===== config.mk =====
export PLATFORM = sky130hd
export DESIGN_NAME = rom_share_arb
export DESIGN_NICKNAME = d
export VERILOG_FILES = /design/src/rtl/rom_share_arb.sv
export SDC_FILE = /design/constraint.sdc
export NUM_CORES = 1
export LEC_CHECK = 0
export ABC_AREA = 0
export CAP_MARGIN = 20
export CELL_PAD_IN_SITES_DETAIL_PLACEMENT = 1
export CELL_PAD_IN_SITES_GLOBAL_PLACEMENT = 1
export CORE_MARGIN = 4
export CORE_UTILIZATION = 32
export DETAILED_ROUTE_END_ITERATION = 8
export PLACE_DENSITY_LB_ADDON = 0.1
export SYNTH_ARGS = -nofsm -noshare
export SYNTH_HDL_FRONTEND = slang
export SYNTH_SLANG_ARGS = --single-unit

===== constraint.sdc =====
create_clock -name clk -period 5.64 [get_ports clk]
set_input_delay 1.128 -clock clk [delete_from_list [all_inputs] [get_ports clk]]
set_output_delay 1.128 -clock clk [all_outputs]
set_load 0.02 [all_outputs]

===== src/rtl/rom_share_arb.sv =====
// Two-requester arbiter for the shared single-port RLE ROM.
// Video has priority; audio is forced through after MAX_WAIT denials.
module rom_share_arb #(
  parameter int          ADDR_W     = 18,
  parameter int          DATA_W     = 8,
  parameter int          MAX_WAIT   = 4,
  parameter logic [15:0] STARVE_MAX = 16'hFFFF
) (
  input  logic              clk,
  input  logic              rst,
  input  logic              v_req,
  input  logic [ADDR_W-1:0] v_addr,
  output logic              v_gnt,
  output logic              v_valid,
  input  logic              a_req,
  input  logic [ADDR_W-1:0] a_addr,
  output logic              a_gnt,
  output logic              a_valid,
  output logic [DATA_W-1:0] rd_data,
  output logic [ADDR_W-1:0] rom_addr,
  input  logic [DATA_W-1:0] rom_q,
  output logic [15:0]       starve_cnt
);

  logic [3:0] wait_cnt;
  logic       at_max;
  logic       forced;
  logic [1:0] tag1;
  logic [1:0] tag2;

  assign at_max = (wait_cnt == MAX_WAIT[3:0]);
  assign forced = v_req & a_req & at_max;

  // Same-cycle grant: video wins unless audio has waited its limit.
  assign v_gnt = ~rst & v_req & ~forced;
  assign a_gnt = ~rst & a_req & (~v_req | at_max);

  assign v_valid = tag2[1];
  assign a_valid = tag2[0];
  assign rd_data = rom_q;

  // Count consecutive audio denials; any audio win or idle audio clears it.
  always_ff @(posedge clk) begin
    if (rst) begin
      wait_cnt <= '0;
    end else if (a_gnt || !a_req) begin
      wait_cnt <= '0;
    end else if (v_gnt) begin
      wait_cnt <= wait_cnt + 4'd1;
    end
  end

  // Saturating tally of audio grants that had to be forced.
  always_ff @(posedge clk) begin
    if (rst) begin
      starve_cnt <= '0;
    end else if (forced && starve_cnt != STARVE_MAX) begin
      starve_cnt <= starve_cnt + 16'd1;
    end
  end

  // Register the winner's address; hold it when nobody is granted.
  always_ff @(posedge clk) begin
    if (rst) begin
      rom_addr <= '0;
    end else if (v_gnt) begin
      rom_addr <= v_addr;
    end else if (a_gnt) begin
      rom_addr <= a_addr;
    end
  end

  // Ownership tags ride alongside the two-cycle ROM read.
  always_ff @(posedge clk) begin
    if (rst) begin
      tag1 <= 2'b00;
      tag2 <= 2'b00;
    end else begin
      tag1 <= {v_gnt, a_gnt};
      tag2 <= tag1;
    end
  end

endmodule

==> metrics.md <==
| Metric | Value |
|---|---|
| Sequential element share of the synthesized area | 0.4073 |
| Ys async rst share | 0 |
| I/O pin count | between 90 and 100 |
| Yosys cell types | 37 |
| Pre-Repair DR Iteration Count | 4 |
| Die W | slightly below 90 µm |
| Core area | roughly 6300 µm² |
| # diodes | 0 |
| H-tree depth | 2 |
| Fin. max-slew vios | 0 |
| Buffer count from post-CTS setup fixing | 0 |
| Placed insts | between 300 and 400 |
| CP required | around 4500 ps |
| Worst-margin pin slew | 991.9 ps |
| Initial DRC count | 42 |
| Rel. slew slack | 0.3371 |
| Util after Layout | 0.4604 |
| Hold_ws | between 400 and 500 ps |
| Wirelength, routed | 5469 µm |
| Fin cells | approximately 380 |
| Leak | a little over 1 nW |
| Syn Inst Count | approximately 240 |
| Placer Congestion | approximately 0.72 |
| Vias in the first global route | about 1900 |
| Buffers on Ports | between 70 and 80 |
| Commonest cells in the netlist | dfxtp_1 (42), nand2_1 (42), nor2_1 (40) |
| CTS tree | built |
| Max Clk Rate | approximately 220 MHz |
| Dpl ws | approximately 1100 ps |
| Clk buf depth | 2 |
| Via Count | 1885 |
| Synthesis-to-layout area growth | 40.79% |
| Sink Count | 42 |
| Root Buffer Master | clkbuf_8 |
| First-pass GRT wire length | roughly 9100 µm |
| P_int | between 400 and 500 µW |
| Cell Pwr Density | roughly 210 nW/µm² |
| Total chip power | between 600 and 700 µW |
| Worst-path fanout max | 22 |
| Post-Syn Nets | between 200 and 300 |
| Final instance area | slightly below 3000 µm² |
| Unrepaired setup endpoints after global routing | no |
| Post-synth EDFFs | 0 |
| Net Sw Frac | 0.2721 |
| Die height | slightly below 90 µm |
| DRC viols | 0 |
| Post-route ant nets | 0 |
| Worst vdd ir | between 90 and 100 µV |
| Hold Vio Cnt, Final | 0 |
| Average cell area after synthesis | around 9 µm² |
| Syn Std Cell Area | ~2100 µm² |
| Share of cells above drive strength 1 | 0.1096 |
| Inserted Clock Buffers | 5 |
| Die area | about 8000 µm² |
| Dominant synthesized flop cell | dfxtp_1 |
| Final period utilization | 0.7955 |
| Syn. warnings | 0 |
| Clock Skews | 12.48 ps |
| Tmin final | 4487 ps |
| Vias/cell | approximately 5.0 |
| DP Wirelength | roughly 4000 µm |
| Clock Power Share | 0.314 |
| Total gr overflow | 0 |
| Synth top area share | 0.4073 |
| Crit. End Element | primary output |
| Largest cells by area after synthesis | dfxtp_1 (41%), a311oi_2 (13%), nand2_1 (7.6%), nor2_1 (7.3%), xnor2_1 (4.2%) |
| Final net count | 351 |
| Clock Latency Late Sink | about 300 ps |
| Clk pin slew, worst setup/hold paths | approximately 90 ps |
| Hold Buf Count CTS | 0 |
| Combinational share of power | 0.182 |
| Max cap viols | 0 |
| Initial antenna violation count | 0 |
| Worst hold-check path type | reg -> reg |
| Setup TNS | 0 ps |
| Post-DP Area | 2820 µm² |
| Num rows | 29 |
| Switching power total | 169.8 µW |
| Seq cells post-synth | 42 |
| WL/cell | ~14 µm |
| Sequential power share | 0.503 |
| Status | finished, final reports clean |
| Pin count of the biggest net entering global routing | 41 |
| Critical path launch point type | input port |
| GRT Total Usage | 0.1484 |
| Worst path arrival time | roughly 3400 ps |
| Final setup viols | 0 |
| Starting density of the core | 0.3270 |
| Top cell type by total area after synthesis | dfxtp_1 |
| Crit Path Class | in -> out |
| Final WS setup | ~1200 ps |
| Post-CTS sizing | 0 |
-- final cells by class --
type	count	area [µm²]
fillers	758	3407
multi-input cells	167	1087
inverters	6	22.52
clock buffers	6	72.57
repair buffers	78	773.2
flip-flops and latches	42	840.8
well taps	77	96.34
clock inverters	2	13.76
-- power by group through the flow --
stage	sequential (mW)	clock [mW]	combinational, mW
after detailed placement	0.321	0	0.115
after floorplan	0.334	0	0.0534
final	0.314	0.196	0.114
after CTS	0.315	0.207	0.116
after global routing	0.316	0.222	0.124
after global placement	0.321	0	0.115
-- critical path: stages --
cell             delay [ps]
clkdlybuf4s50_1         510
and3_4                  230
or3_4                   460
inv_2                   350
clkdlybuf4s50_1         680
-- per-layer routing --
layer | part of all wire | GRT usage | vias up
met5 | 0 | 0 | -
met4 | 0.012 | 0.04533 | 0
met3 | 0.099 | 0.06797 | 5
met2 | 0.45 | 0.2318 | 63
met1 | 0.44 | 0.1832 | 881
li1 | - | - | 936
-- path summary, 6_finish.rpt --
kind,cells after the start,from,slack (ps),to
setup reg to reg,9,wait_cnt[0]$_SDFFE_PP0N_,3320,wait_cnt[3]$_SDFFE_PP0N_
setup / recovery,5,a_req,1150,v_gnt
hold / removal,1,tag1[0]$_SDFF_PP0_,440,tag2[0]$_SDFF_PP0_
hold reg to reg,1,tag1[0]$_SDFF_PP0_,440,tag2[0]$_SDFF_PP0_
-- registers in the layout (all words and copies together) (netlist names) --
name        count
rom_addr       18
starve_cnt     16
tag1            2
tag2            2
wait_cnt        4
-- cells by family (layout without fill, tap and decap cells) --
family / Yosys count / after routing / share of synthesized area
adder cells (fa/ha/maj): 3 / 3 / 0.01818
AND/OR/NAND/NOR: 124 / 124 / 0.2867
XOR/XNOR: 14 / 14 / 0.05939
multiplexers: 1 / 1 / 0.004849
AO/OA/AOI/OAI: 25 / 25 / 0.1539
flip-flops: 42 / 42 / 0.4073
buffers and inverters: 26 / 92 / 0.06970
-- layout by cell type, fill, tap and decap left out, types with 3 or more instances in the layout --
cell type | synthesis | layout
clkdlybuf4s50_1 | 0 | 76
nand2_1 | 42 | 42
dfxtp_1 | 42 | 42
nor2_1 | 40 | 39
a311oi_2 | 18 | 18
xnor2_1 | 10 | 10
nor3_1 | 7 | 7
nand4_1 | 6 | 6
inv_1 | 5 | 5
nand3_1 | 5 | 5
clkbuf_8 | 0 | 5
xor2_1 | 4 | 4
nor4_1 | 4 | 4
nor2b_1 | 3 | 3
and3_1 | 3 | 3
ha_1 | 3 | 3
(Power assumes the default switching activity.)
